File: src/rtl/battle_ctrl.sv
// battle_ctrl: turn sequencer for the battle datapath.
// Loads HP, waits for a move, resolves both attacks in speed order, handles
// faints/party switching and ends the battle in VICTORY or LOSS.
// Optional macro TURN_LIMIT_EN compiles in the DRAW state and MAX_TURNS check.
module battle_ctrl #(
   parameter int HP_W      = 8,
   parameter int PARTY     = 3,
   parameter int MAX_TURNS = 50,
   localparam int SLOT_W   = (PARTY > 1) ? $clog2(PARTY) : 1
) (
   input  logic              clk,
   input  logic              reset_n,
   input  logic              go,
   input  logic              p_first,
   input  logic [HP_W-1:0]   p_hp,
   input  logic [HP_W-1:0]   ai_hp,
   output logic              load_p_hp,
   output logic              load_ai_hp,
   output logic              apply_p_damage,
   output logic              apply_ai_damage,
   output logic              active_trainer,
   output logic              target,
   output logic [SLOT_W-1:0] p_slot,
   output logic [SLOT_W-1:0] ai_slot,
   output logic [7:0]        turn_count,
   output logic              victory,
   output logic              loss,
   output logic              draw,
   output logic              busy,
   output logic [3:0]        state
);

   typedef enum logic [3:0] {
      S_IDLE    = 4'd0,
      S_LOAD_HP = 4'd1,
      S_WAIT    = 4'd2,
      S_ATTACK1 = 4'd3,
      S_CHECK1  = 4'd4,
      S_ATTACK2 = 4'd5,
      S_CHECK2  = 4'd6,
      S_VICTORY = 4'd7,
      S_LOSS    = 4'd8,
      S_DRAW    = 4'd9
   } state_t;

   localparam logic [SLOT_W-1:0] LAST_SLOT = SLOT_W'(PARTY - 1);
   localparam logic [7:0]        MAX_T8    = 8'(MAX_TURNS);

   state_t            state_q, state_d;
   logic [SLOT_W-1:0] p_slot_q, p_slot_d;
   logic [SLOT_W-1:0] ai_slot_q, ai_slot_d;
   logic [7:0]        turn_q, turn_d;
   logic              first_is_ai_q, first_is_ai_d;

   // CHECK1 looks at whoever the first attacker hit; CHECK2 at the other side
   logic       tgt_ai;
   logic       tgt_zero;
   logic       tgt_last;
   logic [7:0] turn_inc;

   // Target selection and saturating turn increment for the CHECK states
   always_comb begin
      tgt_ai   = (state_q == S_CHECK1) ? ~first_is_ai_q : first_is_ai_q;
      tgt_zero = tgt_ai ? (ai_hp == '0) : (p_hp == '0);
      tgt_last = tgt_ai ? (ai_slot_q == LAST_SLOT) : (p_slot_q == LAST_SLOT);
      turn_inc = (turn_q == 8'hFF) ? turn_q : turn_q + 8'd1;
   end

   // State register and turn bookkeeping
   always_ff @(posedge clk or negedge reset_n) begin
      if (!reset_n) begin
         state_q       <= S_IDLE;
         p_slot_q      <= '0;
         ai_slot_q     <= '0;
         turn_q        <= '0;
         first_is_ai_q <= 1'b0;
      end else begin
         state_q       <= state_d;
         p_slot_q      <= p_slot_d;
         ai_slot_q     <= ai_slot_d;
         turn_q        <= turn_d;
         first_is_ai_q <= first_is_ai_d;
      end
   end

   // Next-state: turn sequencing, faint handling, terminal states
   always_comb begin
      state_d       = state_q;
      p_slot_d      = p_slot_q;
      ai_slot_d     = ai_slot_q;
      turn_d        = turn_q;
      first_is_ai_d = first_is_ai_q;
      case (state_q)
         S_IDLE: if (go) begin
            p_slot_d  = '0;
            ai_slot_d = '0;
            turn_d    = '0;
            state_d   = S_LOAD_HP;
         end
         S_LOAD_HP: state_d = S_WAIT;
         S_WAIT: if (go) begin
            first_is_ai_d = ~p_first;
            state_d       = S_ATTACK1;
         end
         S_ATTACK1: state_d = S_CHECK1;
         S_ATTACK2: state_d = S_CHECK2;
         S_CHECK1, S_CHECK2: begin
            if (!tgt_zero) begin
               if (state_q == S_CHECK1) begin
                  state_d = S_ATTACK2;
               end else begin
                  turn_d  = turn_inc;
                  state_d = S_WAIT;
`ifdef TURN_LIMIT_EN
                  if (turn_inc >= MAX_T8) state_d = S_DRAW;
`endif
               end
            end else if (tgt_last) begin
               // last Pokemon on that side fainted: the battle is over
               state_d = tgt_ai ? S_VICTORY : S_LOSS;
            end else begin
               // send in the next party member; remaining attack is dropped
               if (tgt_ai) ai_slot_d = ai_slot_q + SLOT_W'(1);
               else        p_slot_d  = p_slot_q + SLOT_W'(1);
               turn_d  = turn_inc;
               state_d = S_LOAD_HP;
            end
         end
         S_VICTORY, S_LOSS, S_DRAW: if (go) state_d = S_IDLE;
         default: state_d = S_IDLE;
      endcase
   end

   // Moore output decode from registered state
   always_comb begin
      load_p_hp       = 1'b0;
      load_ai_hp      = 1'b0;
      apply_p_damage  = 1'b0;
      apply_ai_damage = 1'b0;
      active_trainer  = 1'b0;
      target          = 1'b0;
      case (state_q)
         S_LOAD_HP: begin
            load_p_hp  = 1'b1;
            load_ai_hp = 1'b1;
         end
         S_ATTACK1, S_ATTACK2: begin
            // ATTACK2 uses the opposite attacker of ATTACK1
            active_trainer  = (state_q == S_ATTACK1) ? first_is_ai_q : ~first_is_ai_q;
            target          = ~active_trainer;
            apply_p_damage  = active_trainer;
            apply_ai_damage = ~active_trainer;
         end
         default: ;
      endcase
   end

   assign p_slot     = p_slot_q;
   assign ai_slot    = ai_slot_q;
   assign turn_count = turn_q;
   assign victory    = (state_q == S_VICTORY);
   assign loss       = (state_q == S_LOSS);
   assign state      = state_q;
   assign busy       = !(state_q inside {S_IDLE, S_WAIT, S_VICTORY, S_LOSS, S_DRAW});

`ifdef TURN_LIMIT_EN
   assign draw = (state_q == S_DRAW);
`else
   // turn limit not built: the limit value is intentionally left unused
   logic [7:0] unused_max;
   assign unused_max = MAX_T8;
   assign draw       = 1'b0;
`endif

endmodule

File: config.mk
export PLATFORM = sky130hd
export DESIGN_NAME = battle_ctrl
export DESIGN_NICKNAME = d
export VERILOG_FILES = /design/src/rtl/battle_ctrl.sv
export SDC_FILE = /design/constraint.sdc
export NUM_CORES = 1
export LEC_CHECK = 0
export BUFFER_PORTS_ARGS = -buffer_cell sky130_fd_sc_hd__clkbuf_2
export CAP_MARGIN = 20
export CORE_ASPECT_RATIO = 2
export CORE_MARGIN = 1.5
export CORE_UTILIZATION = 47
export CTS_CLUSTER_SIZE = 20
export DETAILED_ROUTE_END_ITERATION = 16
export GPL_TIMING_DRIVEN = 0
export HOLD_SLACK_MARGIN = 0.15
export PLACE_DENSITY = 0.77
export SLEW_MARGIN = 20
export SYNTH_ARGS = -nofsm -noshare
export SYNTH_HDL_FRONTEND = slang
export SYNTH_SLANG_ARGS = --single-unit
File: constraint.sdc
create_clock -name clk -period 3.4 [get_ports clk]
set_input_delay 0.85 -clock clk [delete_from_list [all_inputs] [get_ports clk]]
set_output_delay 0.85 -clock clk [all_outputs]
set_load 0.01 [all_outputs]
==> flow_summary_export.csv, run 1 <==
group,metric,value,unit
drt,drt_iter0_drc,31,
setup_path,worstSetupEndpointType,"output port",
global_routing,grt_overflow,0,
power,internal_power,0.559,mW
drt,post_drt_wl_per_cell,13.8,µm
sta,drv_slew,0,
power,combPwrFrac,55.2,%
setup_path,worst_ep_required_time,2.55,ns
synthesis,synth_flop_cell,"dfrtp_1",
worst_hold_path,hold_path.class,"in -> async",
cts,htree_levels,1,
synthesis,post_synth_inst_count,142,
placed_design,portBuffers,44,
cts,clock_sinks,17,
cts,path_clk_slew,0.07,ns
floorplanning,die_x,39.4,µm
drt,drcViolationCount,0,
cts,hold_buffers,0,
power,power,0.996,mW
sta,fmax,346,MHz
layout,diodes,0,
global_routing,grt_usage,22.7,%
floorplanning,initial_utilization,49.1,%
setup_path,slowest_delay,0.53,ns
sta,fin_skew,0.00237,ns
setup_path,setup.worst_path.start_class,"flop",
synthesis,synth_edf_count,0,
floorplanning,ios,46,
floorplanning,core-area,2540,µm²
setup_path,worstSetupPathType,"reg -> out",
power,sw_frac_of_total,43.9,%
job,maxCapViolCount,0,
sta,finalSetupViolations,0,
drt,vias,1268,
sta,hold_viol,0,
cts,clock_path_buffers,2,
synthesis,syn-num-nets,163,
global_routing,grt_pass1_wl,5020,µm
cts,post_cts_resized,0,
setup_path,path_delay_family,"buffers and inverters",
cts,cts_root_buf,"clkbuf_8",
global_routing,grt_max_degree,18,
floorplanning,fp.dieArea,2990,µm²
synthesis,syn-mean-instance-area,8.77,µm²
cts,cts_buffers,3,
layout,drive_gt1_share,34.2,%
synthesis,yosysWarnings,0,
global_routing,grt_pass1_vias,1189,
drt,ant_nets,0,
cts,cts_setup_buffers,0,
cts,cts_tree,"yes",
synthesis,ys_seq_elements,17,
drt,viasPerCell,5.82,
power,clkPwrFrac,15.0,%
synthesis,synth_cell_types,49,
layout,synthToLayoutAreaGrowth,24.1,%
synthesis,ys_async_sr_fraction,100,%
synthesis,ys_seq_area_share,34.2,%
power,pwr-share-seq,29.8,%
floorplanning,fp-row-count,26,
power,power_switching,0.437,mW
status,status,"finished clean",
synthesis,synth_area,1240,µm²
placed_design,place.gp.congestion,0.820,
sta,tns,0,ns
sta,fin_crit_sh,84.9,%
sta,min_period,2.89,ns
global_routing,antenna_found_initial,0,
setup_path,path_buf_inv,3,
setup_path,r2r_slack,0.76,ns
setup_path,cp_max_fo,10,
setup_path,arrival,2.04,ns
power,peakVddDrop,439,µV
layout,n_fill_cell,232,
floorplanning,dieHeight,75.8,µm
layout,nets,212,
drt,routed_wl,3010,µm
power,powerDensity,644,nW/µm²
setup_path,path_cells,"clkbuf_1 -> or3b_2 -> a21oi_1 -> buf_4 -> clkbuf_2",
power,leakage,0.701,nW
placed_design,place_hpwl,2450,µm
drt,dr.pass1.iters,4,
cts,clock_latency,0.25,ns
sta,rsz0062_at_grt,"no",
setup_path,slowest_stage,"dfrtp_1",
## metrics by stage
step	instances	worst slack [ns]	instance area, µm²	utilization (%)	hold slack [ns]
3_3_place_gp	214	0.695	1500	59.1	0.511
4_1_cts	218	0.503	1550	60.9	0.539
2_1_floorplan	142	0.857	1240	-	0.540
6_report	218	0.513	1550	60.9	0.540
5_1_grt	218	0.388	1550	60.9	0.565
3_5_place_dp	214	0.670	1500	59.1	0.530
## cells in the final DEF, fill, tap and decap left out, types with 2 or more instances in the layout
cell	netlist	final
clkbuf_2	0	44
dfrtp_1	17	17
nand2_1	15	15
a21oi_1	11	11
o21ai_0	11	11
nor2_1	9	9
buf_4	5	5
nor3_1	5	5
nand2b_1	4	4
nand3b_1	4	4
nand3_1	4	4
or3_1	4	4
clkbuf_1	2	3
buf_2	3	3
and2_1	3	3
or4_1	3	3
a31oi_1	3	3
clkbuf_8	0	3
nor3b_1	2	2
inv_1	2	2
and3_1	2	2
nor4_1	2	2
o31ai_1	2	2
o21ai_1	2	2
## per-layer routing
| metal | up-vias | GRT usage (%) | share of wire (%) |
|---|---|---|---|
| li1 | 607 | - | - |
| met1 | 609 | 25.1 | 38 |
| met2 | 50 | 43.9 | 57 |
| met3 | 2 | 1.75 | 4.9 |
| met4 | 0 | 5.75 | 0.76 |
| met5 | - | 0 | 0 |
## synth_stat cells (4+ instances only)
master | count | area (µm²)
nor3_1 | 5 | 25.0
o21ai_0 | 11 | 55.1
nand2b_1 | 4 | 25.0
a21oi_1 | 11 | 55.1
nand3_1 | 4 | 20.0
buf_4 | 5 | 37.5
or3_1 | 4 | 25.0
nand3b_1 | 4 | 30.0
dfrtp_1 | 17 | 425
nor2_1 | 9 | 33.8
nand2_1 | 15 | 56.3
## path summary, 6_finish.rpt
kind | startpoint | end | cells past startpoint
setup / recovery | state[1] | target | 5
hold / removal | reset_n | turn_count[0] | 1
setup reg to reg | state[1] | turn_count[7] | 6
hold reg to reg | ai_slot[1] | ai_slot[1] | 1
max in group asynchronous | reset_n | state[3] | 1
min in group clk | ai_slot[1] | ai_slot[1] | 1
## logic make-up after synthesis
family	count (synthesis)	share of synthesized area, %
AO/OA/AOI/OAI	40	20.9
XOR/XNOR	2	2.91
adder cells (fa/ha/maj)	1	1.00
buffers and inverters	14	6.63
flip-flops	17	34.2
multiplexers	2	1.91
other	1	0.301
AND/OR/NAND/NOR	65	32.2
## worst register-to-register path: cells and delay by family (launching register included)
kind | cells | cell delay [ns]
mux | 1 | 0.47
compound gates | 2 | 0.33
simple gates | 2 | 0.98
xor+xnor | 1 | 0.30
flops | 1 | 0.49
## area by class of cell
class                      count  area, µm²  share of cell area (%)
buffer                        12       75.1                    4.86
sequential                    17        425                    27.5
inverter                       2       7.51                   0.486
timing repair buffer          44        220                    14.3
multi-input combinational    111        737                    47.7
clock buffer                   4       45.0                    2.91
tap                           28       35.0                    2.27
## registers in the layout, indices dropped and copies added, names as in the netlist
name	flops
p_slot	2
turn_count	8
ai_slot	2
first_is_ai_q	1
state	4
## power by group through the flow
stage | combinational, mW | clock, mW | sequential [mW]
6_report | 0.550 | 0.149 | 0.297
5_1_grt | 0.605 | 0.164 | 0.303
4_1_cts | 0.548 | 0.152 | 0.297
3_5_place_dp | 0.548 | 0 | 0.301
3_3_place_gp | 0.529 | 0 | 0.299
2_1_floorplan | 0.378 | 0 | 0.309
(Power assumes the default switching activity.)
==> run 2, diff against run 1 <==
- CORE_UTILIZATION: 47 -> 44
- PLACE_DENSITY: 0.77 -> 0.75
- clock period: 3.4 -> 2.5 ns (I/O delays scaled with it)
==> run 2 against run 1 <==
First-iteration DRC count shrank 48%. Sequential share of layout area shrank 1.6 points. Critical path type is now reg -> reg. Global-route usage shrank 1.5 points. Combinational power grew 52%. Non-clock buffer count grew 8. Die area grew 6.4%. Clock power grew 36%. Setup slack lost 0.43 ns.
==> flow_summary_export.csv, run 2 (synthesized netlist as in run 1, its figures left out) <==
group,metric,value,unit
floorplanning,fp-row-count,27,
drt,routed_wl,3150,µm
drt,wl_met1,1180,µm
layout,diodes,0,
setup_path,cp_max_fo,7,
cts,clock_latency,0.25,ns
sta,worst_pin_slew,0.539,ns
layout,drive_gt1_share,40.4,%
setup_path,worstSetupEndpointType,"flop",
cts,cts_tree,"yes",
sta,maxSlewHeadroom,63.9,%
sta,fin_crit_sh,96.5,%
floorplanning,initial_utilization,45.5,%
power,peakVddDrop,529,µV
layout,nets,220,
global_routing,grt_pass1_vias,1163,
drt,vias,1307,
power,leakage,0.749,nW
layout,most-common-layout-cells,"clkbuf_2, dfrtp_1, nand2_1",
sta,min_period,2.41,ns
sta,fin_skew,0.00569,ns
drt,drcViolationCount,0,
sta,fmax,415,MHz
setup_path,worstSetupPathType,"reg -> reg",
sta,rsz0062_at_grt,"no",
setup_path,worst_ep_required_time,2.68,ns
status,status,"finished clean",
sta,drv_slew,0,
global_routing,grt_usage,21.2,%
drt,route.top_layer_used,"met4",
floorplanning,ios,46,
worst_hold_path,hold_path.class,"in -> async",
layout,final_area,1650,µm²
floorplanning,core-area,2740,µm²
layout,largest_reg_flops,8,
global_routing,antenna_found_initial,0,
cts,hold_buffers,0,
cts,cts_buffers,3,
global_routing,grt_max_degree,18,
layout,final_common_cell,"clkbuf_2",
job,maxCapViolCount,0,
drt,wl_met2,1790,µm
global_routing,grt_overflow,0,
floorplanning,die_x,40.6,µm
placed_design,portBuffers,44,
sta,finalSetupViolations,0,
layout,synthToLayoutAreaGrowth,32.3,%
drt,wl_met3,150,µm
cts,clock_path_buffers,2,
placed_design,dpl_cell_area,1500,µm²
placed_design,place_hpwl,2430,µm
setup_path,arrival,2.59,ns
sta,hold_viol,0,
sta,fin_hold_ws,0.306,ns
drt,ant_nets,0,
cts,clock_sinks,17,
drt,drt_iter0_drc,16,
global_routing,grt_pass1_wl,4910,µm
drt,dr.pass1.iters,4,
power,power,1.46,mW
cts,htree_levels,1,
floorplanning,dieHeight,78.2,µm
drt,post_drt_wl_per_cell,13.9,µm
placed_design,place.gp.congestion,0.857,
cts,cts_root_buf,"clkbuf_8",
drt,viasPerCell,5.76,
floorplanning,fp.dieArea,3180,µm²
power,powerDensity,884,nW/µm²
cts,path_clk_slew,0.07,ns
setup_path,setup.worst_path.start_class,"flop",
[run 2: where the power goes]
| part | switching [mW] | internal [mW] | total, mW | leakage, nW |
|---|---|---|---|---|
| Combinational | 0.447 | 0.389 | 0.837 | 0.500 |
| Clock | 0.0888 | 0.113 | 0.202 | 0.0228 |
| Sequential | 0.0841 | 0.334 | 0.418 | 0.227 |
[run 2: through the flow]
step	instances	setup TNS [ns]	util [%]	setup slack, ns
2_1_floorplan	142	0	-	0.134
3_3_place_gp	215	-0.0362	54.9	-0.0362
3_5_place_dp	215	-0.0931	54.9	-0.0931
4_1_cts	222	0	58.2	0.0142
5_1_grt	227	0	60.2	0.0223
6_report	227	0	60.2	0.0876
[run 2: routing by layer]
metal  global-route usage [%]  vias up
li1                         -      628
met1                     22.5      627
met2                     38.4       48
met3                     3.39        4
met4                     6.67        0
met5                        0        -
[run 2: final cells by class]
| type | count | area (µm²) |
|---|---|---|
| clock buffer | 4 | 45.0 |
| sequential | 17 | 427 |
| timing repair buffer | 53 | 288 |
| buffer | 11 | 73.8 |
| inverter | 2 | 7.51 |
| multi-input combinational | 111 | 769 |
| fill | 262 | 1090 |
| tap | 29 | 36.3 |
[run 2: path summary, 6_finish.rpt]
path | startpoint | to | slack (ns) | depth (start not counted)
min in group clk | turn_count[6] | turn_count[6] | 0.54 | 1
max reg2reg | state[1] | turn_count[7] | 0.09 | 7
min reg2reg | turn_count[6] | turn_count[6] | 0.54 | 1
max | state[1] | turn_count[7] | 0.09 | 7
min | reset_n | state[3] | 0.31 | 1
max in group asynchronous | reset_n | state[1] | 1.87 | 1
[run 2: repair_timing]
item / CTS / global route
setup endpoints to repair: 3 / 8
pin swaps: 1 / 1
setup buffers: 3 / 6
gates resized for setup: 5 / 4
[run 2: worst max-delay path, cell delays in order (launching register included)]
cell      delay (ns)
dfrtp_2         0.43
nor4b_4         0.27
buf_4           0.19
xor2_4          0.27
mux2i_4         0.34
o211ai_4        0.15
or4_1           0.53
a21oi_1         0.15
==> run 3, diff against run 2 <==
- SETUP_SLACK_MARGIN: unset -> 0.15
==> run 3 against run 2 <==
Critical path type is now reg -> out. Wire length grew 5.3%. Final area grew 4.1%. Clock skew shrank 0.0018 ns. Worst hold slack lost 0.0022 ns. Critical endpoint is now target. Largest cell class unchanged. Power grew 7.4%. Sequential share of layout area shrank 1.0 points. Global-route usage grew 0.73 points. Maximum frequency grew 3.1%. Non-clock buffer count grew 6. Utilization grew 2.5 points. Via count grew 1.1%. Critical path depth shrank 2.
==> flow_summary_export.csv, run 3 (synthesized netlist as in run 1, its figures left out) <==
group,metric,value,unit
power,sw_frac_of_total,42.3,%
power,power_switching,0.661,mW
drt,post_drt_wl_per_cell,14.2,µm
sta,fin_crit_sh,93.6,%
sta,hold_viol,0,
sta,drv_slew,0,
cts,cts_root_buf,"clkbuf_8",
layout,most-common-layout-cells,"clkbuf_2, buf_4, dfrtp_1",
setup_path,arrival,1.71,ns
layout,nets,226,
placed_design,portBuffers,44,
setup_path,slowest_stage,"or3b_2",
drt,viasPerCell,5.67,
setup_path,r2r-end,"turn_count[4]",
job,maxCapViolCount,0,
cts,path_clk_slew,0.07,ns
cts,clock_path_buffers,2,
setup_path,path_delay_family,"simple AND/OR/NAND/NOR gates",
drt,ant_nets,0,
floorplanning,initial_utilization,45.5,%
sta,fin_hold_ws,0.304,ns
setup_path,setup.worst_path.start_class,"flop",
global_routing,antenna_found_initial,0,
layout,regArea,427,µm²
layout,diodes,0,
drt,dr.pass1.iters,4,
global_routing,grt_overflow,0,
sta,fmax,428,MHz
floorplanning,core-area,2740,µm²
global_routing,grt_pass1_wl,5000,µm
power,leakage,0.775,nW
setup_path,worstRegToRegCells,8,
layout,fin_cells,233,
layout,synthToLayoutAreaGrowth,37.7,%
layout,largest_reg_flops,8,
layout,final_common_cell,"clkbuf_2",
placed_design,post-place-cells,215,
floorplanning,fp-row-count,27,
layout,utilization,62.6,%
setup_path,critPathLaunch,"state[2]",
cts,cts_buffers,3,
setup_path,cp_common_cell,"buf_4",
drt,drcViolationCount,0,
drt,vias,1322,
layout,n_fill_cell,253,
power,peakVddDrop,675,µV
power,internal_power,0.903,mW
cts,clock_sinks,17,
setup_path,worst_ep_required_time,1.88,ns
power,clkPwrFrac,13.2,%
setup_path,path_buf_inv,3,
power,power,1.56,mW
setup_path,path_cells,"buf_4 -> or3b_2 -> a21oi_2 -> buf_4 -> clkbuf_2",
cts,cts_tree,"yes",
drt,drt_iter0_drc,38,
power,combPwrFrac,61.2,%
setup_path,worstSetupEndpointType,"output port",
worst_hold_path,hold_path.class,"in -> async",
sta,fin_skew,0.00386,ns
floorplanning,fp.dieArea,3180,µm²
global_routing,grt_usage,21.9,%
floorplanning,ios,46,
floorplanning,die_x,40.6,µm
layout,drive_gt1_share,43.6,%
setup_path,cp_max_fo,10,
setup_path,r2r_start,"state[1]",
cts,clock_latency,0.25,ns
power,powerDensity,912,nW/µm²
sta,rsz0062_at_grt,"yes",
floorplanning,dieHeight,78.2,µm
power,pwr-share-seq,25.6,%
sta,tns,0,ns
global_routing,grt_pass1_vias,1200,
placed_design,place.gp.congestion,0.864,
global_routing,grt_max_degree,18,
sta,finalSetupViolations,0,
placed_design,place_hpwl,2400,µm
drt,routed_wl,3320,µm
setup_path,cp.depth,5,
status,status,"finished clean",
setup_path,r2r_slack,0.23,ns
setup_path,slowest_delay,0.48,ns
setup_path,worstSetupPathType,"reg -> out",
setup_path,crit_end,"target",
cts,htree_levels,1,
layout,multi_input_area,792,µm²
sta,min_period,2.34,ns
## run 3: cell types whose count changed in the layout (fill, tap and decap cells not counted), sizes merged
cell	change
buf	+7
clkbuf	-1
## run 3: cell type report
cell class | count | share of cell area [%]
tap | 29 | 2.12
inverter | 2 | 0.438
buffer | 12 | 4.89
multi-input combinational | 111 | 46.2
clock buffer | 4 | 2.63
sequential | 17 | 24.9
timing repair buffer | 58 | 18.8
## run 3: per-layer routing
layer	wire length, µm	vias up	part of all wire (%)	GRT usage (%)
li1	-	644	-	-
met1	1250	614	38	22.8
met2	1840	56	56	38.9
met3	166	8	5.0	3.39
met4	54	0	1.6	9.67
met5	0	-	0	0
## run 3: metrics by stage
step | worst slack [ns] | cell area [µm²]
2_1_floorplan | 0.182 | 1260
4_1_cts | 0.0661 | 1600
6_report | 0.161 | 1710
5_1_grt | 0.121 | 1710
3_3_place_gp | 0.0264 | 1510
3_5_place_dp | -0.0146 | 1510
## run 3: worst min-delay path by stage
stage	end	cells after the start	slack [ns]
6_report	turn_count[1]	1	0.30
5_1_grt	turn_count[1]	1	0.32
3_3_place_gp	turn_count[6]	1	0.51
3_5_place_dp	turn_count[6]	1	0.53
2_1_floorplan	ai_slot[0]	0	0.33
4_1_cts	turn_count[1]	1	0.32
## run 3: power by group through the flow
stage / Clock [mW] / Combinational (mW) / Sequential, mW
5_1_grt: 0.224 / 1.04 / 0.407
3_3_place_gp: 0 / 0.733 / 0.404
3_5_place_dp: 0 / 0.751 / 0.411
6_report: 0.206 / 0.957 / 0.400
2_1_floorplan: 0 / 0.524 / 0.420
4_1_cts: 0.206 / 0.817 / 0.403
## run 3: repair_timing
| item | CTS | global route |
|---|---|---|
| hold buffers | 0 | 0 |
| setup endpoints to repair | 11 | 14 |
| buffers inserted | 3 | 10 |
| cloned | 0 | 1 |
| gates resized for setup | 6 | 11 |
| pin swaps | 0 | 8 |
